File: src/rtl/core_mem_arbiter.sv
// core_mem_arbiter: round-robin arbiter that serialises per-core data
// memory accesses into one shared memory port, one access per 3 cycles.
// Ports: clk, rst_n, num_cores (enable count), req/wr/addr/wdata (per
// core, flattened), ack/rdata/grant_id/busy (to cores),
// mem_addr/mem_wdata/mem_rd/mem_wr/mem_rdata (to/from data memory).
`timescale 1ns/1ps
module core_mem_arbiter #(
    parameter int NUM_CORES = 16,
    parameter int ADDR_W    = 16,
    parameter int DATA_W    = 16,
    parameter int CW        = 6
) (
    input  logic                        clk,
    input  logic                        rst_n,
    input  logic [CW-1:0]               num_cores,
    input  logic [NUM_CORES-1:0]        req,
    input  logic [NUM_CORES-1:0]        wr,
    input  logic [NUM_CORES*ADDR_W-1:0] addr,
    input  logic [NUM_CORES*DATA_W-1:0] wdata,
    output logic [NUM_CORES-1:0]        ack,
    output logic [DATA_W-1:0]           rdata,
    output logic [4:0]                  grant_id,
    output logic                        busy,
    output logic [ADDR_W-1:0]           mem_addr,
    output logic [DATA_W-1:0]           mem_wdata,
    output logic                        mem_rd,
    output logic                        mem_wr,
    input  logic [DATA_W-1:0]           mem_rdata
);

    localparam int IW = (NUM_CORES > 1) ? $clog2(NUM_CORES) : 1;

    typedef enum logic [1:0] {
        IDLE,
        ACCESS,
        RESP
    } state_t;

    state_t               state;
    logic [IW-1:0]        last;
    logic [IW-1:0]        sel;
    logic [IW-1:0]        win;
    logic [IW:0]          sum;
    logic                 found;
    logic                 wr_l;
    logic [NUM_CORES-1:0] en;
    logic [NUM_CORES-1:0] ereq;
    logic [DATA_W-1:0]    rdata_q;

    logic [ADDR_W-1:0] a_arr [NUM_CORES];
    logic [DATA_W-1:0] d_arr [NUM_CORES];

    for (genvar g = 0; g < NUM_CORES; g++) begin : g_unpack
        assign a_arr[g] = addr[g*ADDR_W +: ADDR_W];
        assign d_arr[g] = wdata[g*DATA_W +: DATA_W];
    end

    // num_cores at or above NUM_CORES enables every port
    always_comb begin
        en = '0;
        for (int i = 0; i < NUM_CORES; i++) begin
            en[i] = (32'(num_cores) > 32'(i));
        end
    end

    assign ereq = req & en;

    // Round-robin: first requester above the previous winner, wrapping
    always_comb begin
        win   = '0;
        found = 1'b0;
        sum   = '0;
        for (int i = 1; i <= NUM_CORES; i++) begin
            sum = {1'b0, last} + (IW+1)'(i);
            if (sum >= (IW+1)'(NUM_CORES)) begin
                sum = sum - (IW+1)'(NUM_CORES);
            end
            if (!found && ereq[sum[IW-1:0]]) begin
                found = 1'b1;
                win   = sum[IW-1:0];
            end
        end
    end

    // Read data comes straight from memory in the ack cycle and is
    // then held in rdata_q until the next read completes.
    assign rdata = (state == RESP && !wr_l) ? mem_rdata : rdata_q;

    always_ff @(posedge clk or negedge rst_n) begin
        if (!rst_n) begin
            state     <= IDLE;
            ack       <= '0;
            mem_rd    <= 1'b0;
            mem_wr    <= 1'b0;
            busy      <= 1'b0;
            grant_id  <= '0;
            mem_addr  <= '0;
            mem_wdata <= '0;
            rdata_q   <= '0;
            wr_l      <= 1'b0;
            sel       <= '0;
            last      <= IW'(NUM_CORES - 1);
        end else begin
            unique case (state)
                IDLE: begin
                    if (found) begin
                        sel       <= win;
                        grant_id  <= 5'(win);
                        mem_addr  <= a_arr[win];
                        mem_wdata <= d_arr[win];
                        wr_l      <= wr[win];
                        mem_wr    <= wr[win];
                        mem_rd    <= !wr[win];
                        busy      <= 1'b1;
                        state     <= ACCESS;
                    end
                end
                ACCESS: begin
                    mem_rd <= 1'b0;
                    mem_wr <= 1'b0;
                    ack    <= NUM_CORES'(1) << sel;
                    state  <= RESP;
                end
                RESP: begin
                    ack  <= '0;
                    busy <= 1'b0;
                    last <= sel;
                    if (!wr_l) begin
                        rdata_q <= mem_rdata;
                    end
                    state <= IDLE;
                end
                default: begin
                    state <= IDLE;
                end
            endcase
        end
    end

endmodule

File: config.mk
export PLATFORM = sky130hd
export DESIGN_NAME = core_mem_arbiter
export DESIGN_NICKNAME = d
export VERILOG_FILES = /design/src/rtl/core_mem_arbiter.sv
export SDC_FILE = /design/constraint.sdc
export NUM_CORES = 1
export LEC_CHECK = 0
export CAP_MARGIN = 40
export CORE_AREA = 3 3 244 246
export DETAILED_ROUTE_END_ITERATION = 6
export DIE_AREA = 0 0 247 249
export SLEW_MARGIN = 10
export SYNTH_ARGS = -nofsm -noshare
export SYNTH_HDL_FRONTEND = slang
export SYNTH_SLANG_ARGS = --single-unit
File: constraint.sdc
create_clock -name clk -period 7.6 [get_ports clk]
set_input_delay 1.52 -clock clk [delete_from_list [all_inputs] [get_ports clk]]
set_output_delay 1.52 -clock clk [all_outputs]
set_load 0.02 [all_outputs]
==> results of run 1 <==
-- cells in the mapped netlist, drive strengths merged, types with 7 or more instances --
cell type / count
nand2: 111
nor3: 11
a31oi: 11
nor2: 64
o22a: 31
nor4: 8
o211ai: 13
ha: 11
dfrtp: 74
or2: 8
or3: 8
mux4: 8
clkbuf: 49
mux2i: 302
o22ai: 19
mux2: 95
xnor2: 10
nand3: 25
nand2b: 13
a211oi: 7
buf: 55
and2: 8
a221o: 34
a21oi: 27
o21ai: 100
inv: 31
-- registers in the layout, indices dropped and copies added (netlist names) --
name and cells:
mem_addr 16, busy 1, ack 16, wr_l 1, mem_wr 1, sel 4
last 4, mem_wdata 16, mem_rd 1, rdata_q 16, state 2
-- stage by stage --
step	area [um2]	setup TNS, ns	util
2_1_floorplan	10800	0	-
3_3_place_gp	18700	-0.311	0.326
3_5_place_dp	18900	-1.27	0.327
4_1_cts	19200	0	0.333
5_1_grt	19200	0	0.333
6_report	19200	0	0.333
-- metal layers --
layer | vias to the layer above | part of all wire
met4 | 2 | 0.021
met3 | 64 | 0.050
met1 | 6346 | 0.39
met2 | 494 | 0.54
li1 | 6114 | -
met5 | - | 0.00018
-- kinds of logic after synthesis --
logic type	Yosys count
other cells	1
flops	78
compound gates	314
mux	405
xor+xnor	14
fa+ha+maj	11
buf+inv	136
simple gates	292
-- area by class of cell --
| cell class | count | area, um2 | area share |
|---|---|---|---|
| Timing Repair Buffer | 759 | 7570 | 0.394 |
| Clock buffer | 10 | 229 | 0.0119 |
| Inverter | 32 | 120 | 0.00626 |
| Sequential cell | 78 | 1960 | 0.102 |
| Antenna cell | 10 | 25.0 | 0.00130 |
| Clock inverter | 6 | 70.1 | 0.00365 |
| Tap cell | 765 | 957 | 0.0499 |
| Multi-Input combinational cell | 1037 | 8260 | 0.431 |
-- path summary, 6_finish.rpt --
| check | startpoint | to | slack (ns) | depth (start not counted) |
|---|---|---|---|---|
| max in group asynchronous | rst_n | last[1] | 5.61 | 3 |
| max reg2reg | last[2] | mem_wdata[7] | 0.96 | 20 |
| min reg2reg | rdata_q[9] | rdata_q[9] | 0.50 | 1 |
| max | num_cores[4] | mem_wdata[7] | 0.25 | 20 |
| min in group asynchronous | rst_n | mem_wdata[12] | 1.06 | 1 |
| min | rdata_q[9] | rdata_q[9] | 0.50 | 1 |
-- timing repair --
action | CTS | global route
endpoints found under the setup margin | 0 | 13
gates resized for setup | 0 | 1
hold buffers | 0 | 0
-- critical path, stage by stage --
cell	delay (ns)
clkdlybuf4s50_1	0.41
or4_1	0.64
o311a_1	0.40
or2_4	0.29
mux4_2	0.52
mux2_2	0.36
or3_1	0.49
or4_4	0.48
nor4_1	0.35
o311ai_1	0.22
o31ai_4	0.17
buf_12	0.25
buf_12	0.23
buf_4	0.23
mux2i_1	0.22
mux2i_1	0.10
mux2i_1	0.31
buf_4	0.17
nor2_1	0.03
o22a_1	0.17
==> out/qor.yml, run 1 <==
status: "completed"
worstSetupEndpointType: "flip-flop"
root_buffer: "clkbuf_16"
start_kind: "input pin"
critPathArrivalTime_ns: 7.60
min_period_over_period: 0.967
synthAdderAreaFrac: 0.0128
finalSetupViolCount: 0
vias: 13000
instances_no_fill: 2697
synth_cells: 1251
finalClockSkew_ns: 0.00838
insertion_delay_ns: 0.36
row_count: 88
maxSlewViolCount: 0
fillers: 5962
avgSynthCellArea_um2: 8.60
grt.met1_usage: 0.256
die_x_um: 247
die_h_um: 249
ys_ff_latch: 78
dieArea_um2: 61500
mostFrequentLayoutCells: "637 x clkdlybuf4s50_1, 302 x mux2i_1, 110 x nand2_1"
netlist_area_um2: 10800
clock_sinks: 78
grt.busiest_layer: "met2"
cts_setup_buffers: 0
synth-seq-area-share: 0.182
area_growth_syn_to_layout_pct: 78.3
synth_edf_count: 0
min_path_type: "flip-flop to flip-flop"
synth_area_leader_cell: "mux2i_1"
start_util: 0.187
dpl.cell_count: 2671
routed_wl_mm: 72.1
max-slew-margin-rel: 0.408
hold_ws_ns: 0.500
synth_top_flop_cell: "dfrtp_1"
cts_buffer_depth: 2
core-area_um2: 57600
cp_max_fo: 25
worstSetupPathType: "input pin to flip-flop"
ant_nets: 0
drive_gt1_frac: 0.139
wire_per_inst_um: 26.7
grt_pass1_wl_mm: 99.2
drt_pre_antenna_iters: 7
initialDrtViolationCount: 664
layout_setup_ws_ns: 0.251
cts_buffers: 9
max-cap-violations: 0
viasPerCell: 4.83
io_pins: 640
synth_top_family_by_area: "multiplexers"
synth_compound_area_frac: 0.210
synthMuxAreaShare: 0.397
hold_violations: 0
drcViolationCount: 0
synth_top_area_frac: 0.281
io_buffer_count: 638
async_flop_share: 1.00
grt-ovfl-total: 0
critPathRequiredTime_ns: 7.86
dp_slack_ns: -0.234
antenna_found_initial: 23
clk_pin_slew_ns: 0.07
synth_cell_types: 86
fmaxAchievable_mhz: 136
syn_nets: 1830
h-tree-depth: 3
layout_min_cycle_time_ns: 7.35
grt.total_usage: 0.225
dp_hpwl_mm: 62.1
num-nets-final: 2496
synth_simple_gate_area_frac: 0.130
grt_max_degree: 51
rsz0062_at_grt: "false"
grt_use_met3: 0.0355
yosys_warnings: 0
gp_congestion: 0.979
final_common_cell: "clkdlybuf4s50_1"
synthXorXnorAreaFrac: 0.0114
tritoncts: "built"
use_met2: 0.433
worst_slew_pin_slew_ns: 0.882
yosys-top-cells-area: "mux2i_1 28%, dfrtp_1 17%, mux2_2 9.3%"
first_global_vias: 13600
Power of run 1 is left out: the tool's default activity adds up to more than one toggle a clock period on the data nets, which glitch-free logic cannot reach.
==> run 2: changes to the inputs <==
==> constraint.sdc (replaced) <==
create_clock -name clk -period 8.5 [get_ports clk]
set_input_delay 1.7 -clock clk [delete_from_list [all_inputs] [get_ports clk]]
set_output_delay 1.7 -clock clk [all_outputs]
set_load 0.02 [all_outputs]
==> run 2 against run 1 <==
  * Critical path depth is 3 lower
  * Sequential cell count stayed put
  * Routed wire length decreased by 2.3%
  * First-iteration DRC count grew 12%
  * Final area shrank 3.9%
  * Via count decreased by 2.3%
  * Sequential share of layout area is 0.41 points higher
  * Clock skew up 0.0053 ns
  * Non-clock buffer count fell by 83
  * Critical path type unchanged
  * Critical endpoint is now mem_wdata[9]
==> out/qor.yml, run 2 (same netlist as run 1, synthesis figures left out) <==
status: "completed"  # unchanged
finalSetupViolCount: 0  # unchanged
fillers: 6043  # was 5,962
reg2reg_from: "last[0]"  # was last[2]
path_cells: "clkdlybuf4s50_1 -> or4_1 -> o311a_1 -> or2_4 -> mux4_2 -> mux2_2 -> or2_0 -> or4_4 -> nor4_1 -> o311ai_1 -> o31ai_4 -> buf_4 -> mux2_2 -> nand2_1 -> o21ai_0 -> a221o_1 -> o22a_1"  # was clkdlybuf4s50_1 -> or4_1 -> o311a_1 -> or2_4 -> mux4_2 -> mux2_2 -> or3_1 -> or4_4 -> nor4_1 -> o311ai_1 -> o31ai_4 -> buf_12 -> buf_12 -> buf_4 -> mux2i_1 -> mux2i_1 -> mux2i_1 -> buf_4 -> nor2_1 -> o22a_1
cts_buffers: 9  # unchanged
cts_buffer_depth: 2  # unchanged
fmaxAchievable_mhz: 128
finalClockSkew_ns: 0.0137  # was 0.00838 ns
cp_max_fo: 34  # was 25
critPathRequiredTime_ns: 8.75  # was 7.86 ns
antenna_found_initial: 29  # was 23
path_common_cell: "mux2_2"  # was mux2i_1
drive_gt1_frac: 0.101  # was 0.139
root_buffer: "clkbuf_16"  # unchanged
cts-resized-gates: 0  # unchanged
setup_tns_ns: 0  # unchanged
crit_path_start: "num_cores[4]"  # unchanged
min_period_over_period: 0.921
num-nets-final: 2413  # was 2,496
dp_hpwl_mm: 60.3  # was 62.1 mm
io_buffer_count: 638  # unchanged
wire_per_inst_um: 26.9  # was 26.7 um
first_global_vias: 12900  # was 13.6k
grt_pass1_wl_mm: 96.9  # was 99.2 mm
hold_violations: 0  # unchanged
cts-hold-fix-buffers: 0  # unchanged
multi_input_area_um2: 8260  # unchanged
critPathMaxStageDelay_ns: 0.70  # was 0.64 ns
tritoncts: "built"  # unchanged
grt-ovfl-total: 0  # unchanged
clk_pin_slew_ns: 0.07  # about the same
hold_path.startpoint: "rdata_q[8]"  # was rdata_q[9]
drt_pre_antenna_iters: 5  # was 7
die_x_um: 247  # unchanged
vias: 12700  # was 13.0k
dpl.cell_count: 2588  # was 2,671
grt.total_usage: 0.221  # was 0.225
area_growth_syn_to_layout_pct: 71.3  # was 78.3%
routed_wl_mm: 70.4  # was 72.1 mm
initialDrtViolationCount: 743  # was 664
core-area_um2: 57600  # unchanged
h-tree-depth: 3  # unchanged
layout_min_cycle_time_ns: 7.83
maxSlewViolCount: 0  # unchanged
dieArea_um2: 61500  # unchanged
io_pins: 640  # unchanged
regArea_um2: 1960  # unchanged
gp_congestion: 1.03  # was 0.979
instances_no_fill: 2617  # was 2,697
die_h_um: 249  # unchanged
slowest_stage: "or4_1"  # unchanged
cts_setup_buffers: 0  # unchanged
rsz0062_at_grt: "false"  # unchanged
drcViolationCount: 0  # unchanged
worstSetupPathType: "input pin to flip-flop"  # unchanged
start_util: 0.187  # unchanged
min_path_type: "flip-flop to flip-flop"  # unchanged
insertion_delay_ns: 0.36  # about the same
max-slew-margin-rel: 0.376  # was 0.408
critPathArrivalTime_ns: 8.08  # was 7.60 ns
max-cap-violations: 0  # unchanged
grt_max_degree: 63  # was 51
ant_nets: 0  # unchanged
worst_slew_pin_slew_ns: 0.930  # was 0.882 ns
start_kind: "input pin"  # unchanged
final_common_cell: "clkdlybuf4s50_1"  # unchanged
viasPerCell: 4.86  # was 4.83
clock_sinks: 78  # unchanged
mostFrequentLayoutCells: "637 x clkdlybuf4s50_1, 302 x mux2i_1, 110 x nand2_1"  # unchanged
worstSetupEndpointType: "flip-flop"  # unchanged
row_count: 88  # unchanged
run 2: path summary, 6_finish.rpt:
kind / endpoint / slack (ns) / depth (start not counted)
min in group asynchronous: mem_addr[1] / 1.25 / 1
max in group asynchronous: ack[5] / 6.12 / 2
hold / removal: rdata_q[8] / 0.50 / 1
setup reg to reg: mem_wdata[9] / 1.34 / 16
setup / recovery: mem_wdata[9] / 0.67 / 17
hold reg to reg: rdata_q[8] / 0.50 / 1
run 2: critical path: cells and delay by family:
kind            cells  cell delay, ns
compound gates      6            1.57
buf+inv             2            1.07
mux                 3            1.28
simple gates        6            2.44
run 2: per-stage QoR:
stage | util | setup WS, ns | hold WS (ns) | area [um2]
4_1_cts | 0.320 | 0.678 | 0.499 | 18400
2_1_floorplan | - | 1.82 | 0.456 | 10800
5_1_grt | 0.320 | 0.347 | 0.509 | 18400
3_3_place_gp | 0.314 | 0.387 | 0.480 | 18100
6_report | 0.320 | 0.675 | 0.498 | 18400
3_5_place_dp | 0.314 | 0.295 | 0.483 | 18100
run 2: metal layers:
metal,wire length (um),vias to the layer above,track usage
li1,-,5952,-
met1,26500,6136,0.252
met2,37900,556,0.417
met3,4260,65,0.0404
met4,1700,6,0.0582
met5,36,-,0
run 2: layout make-up:
type / instances / area share
multi-input cells: 1037 / 0.448
flip-flops and latches: 78 / 0.106
clock buffers: 9 / 0.0122
clock inverters: 7 / 0.00421
inverters: 32 / 0.00651
diodes: 13 / 0.00176
repair buffers: 676 / 0.369
well taps: 765 / 0.0519
Power of run 2 is left out for the same reason.
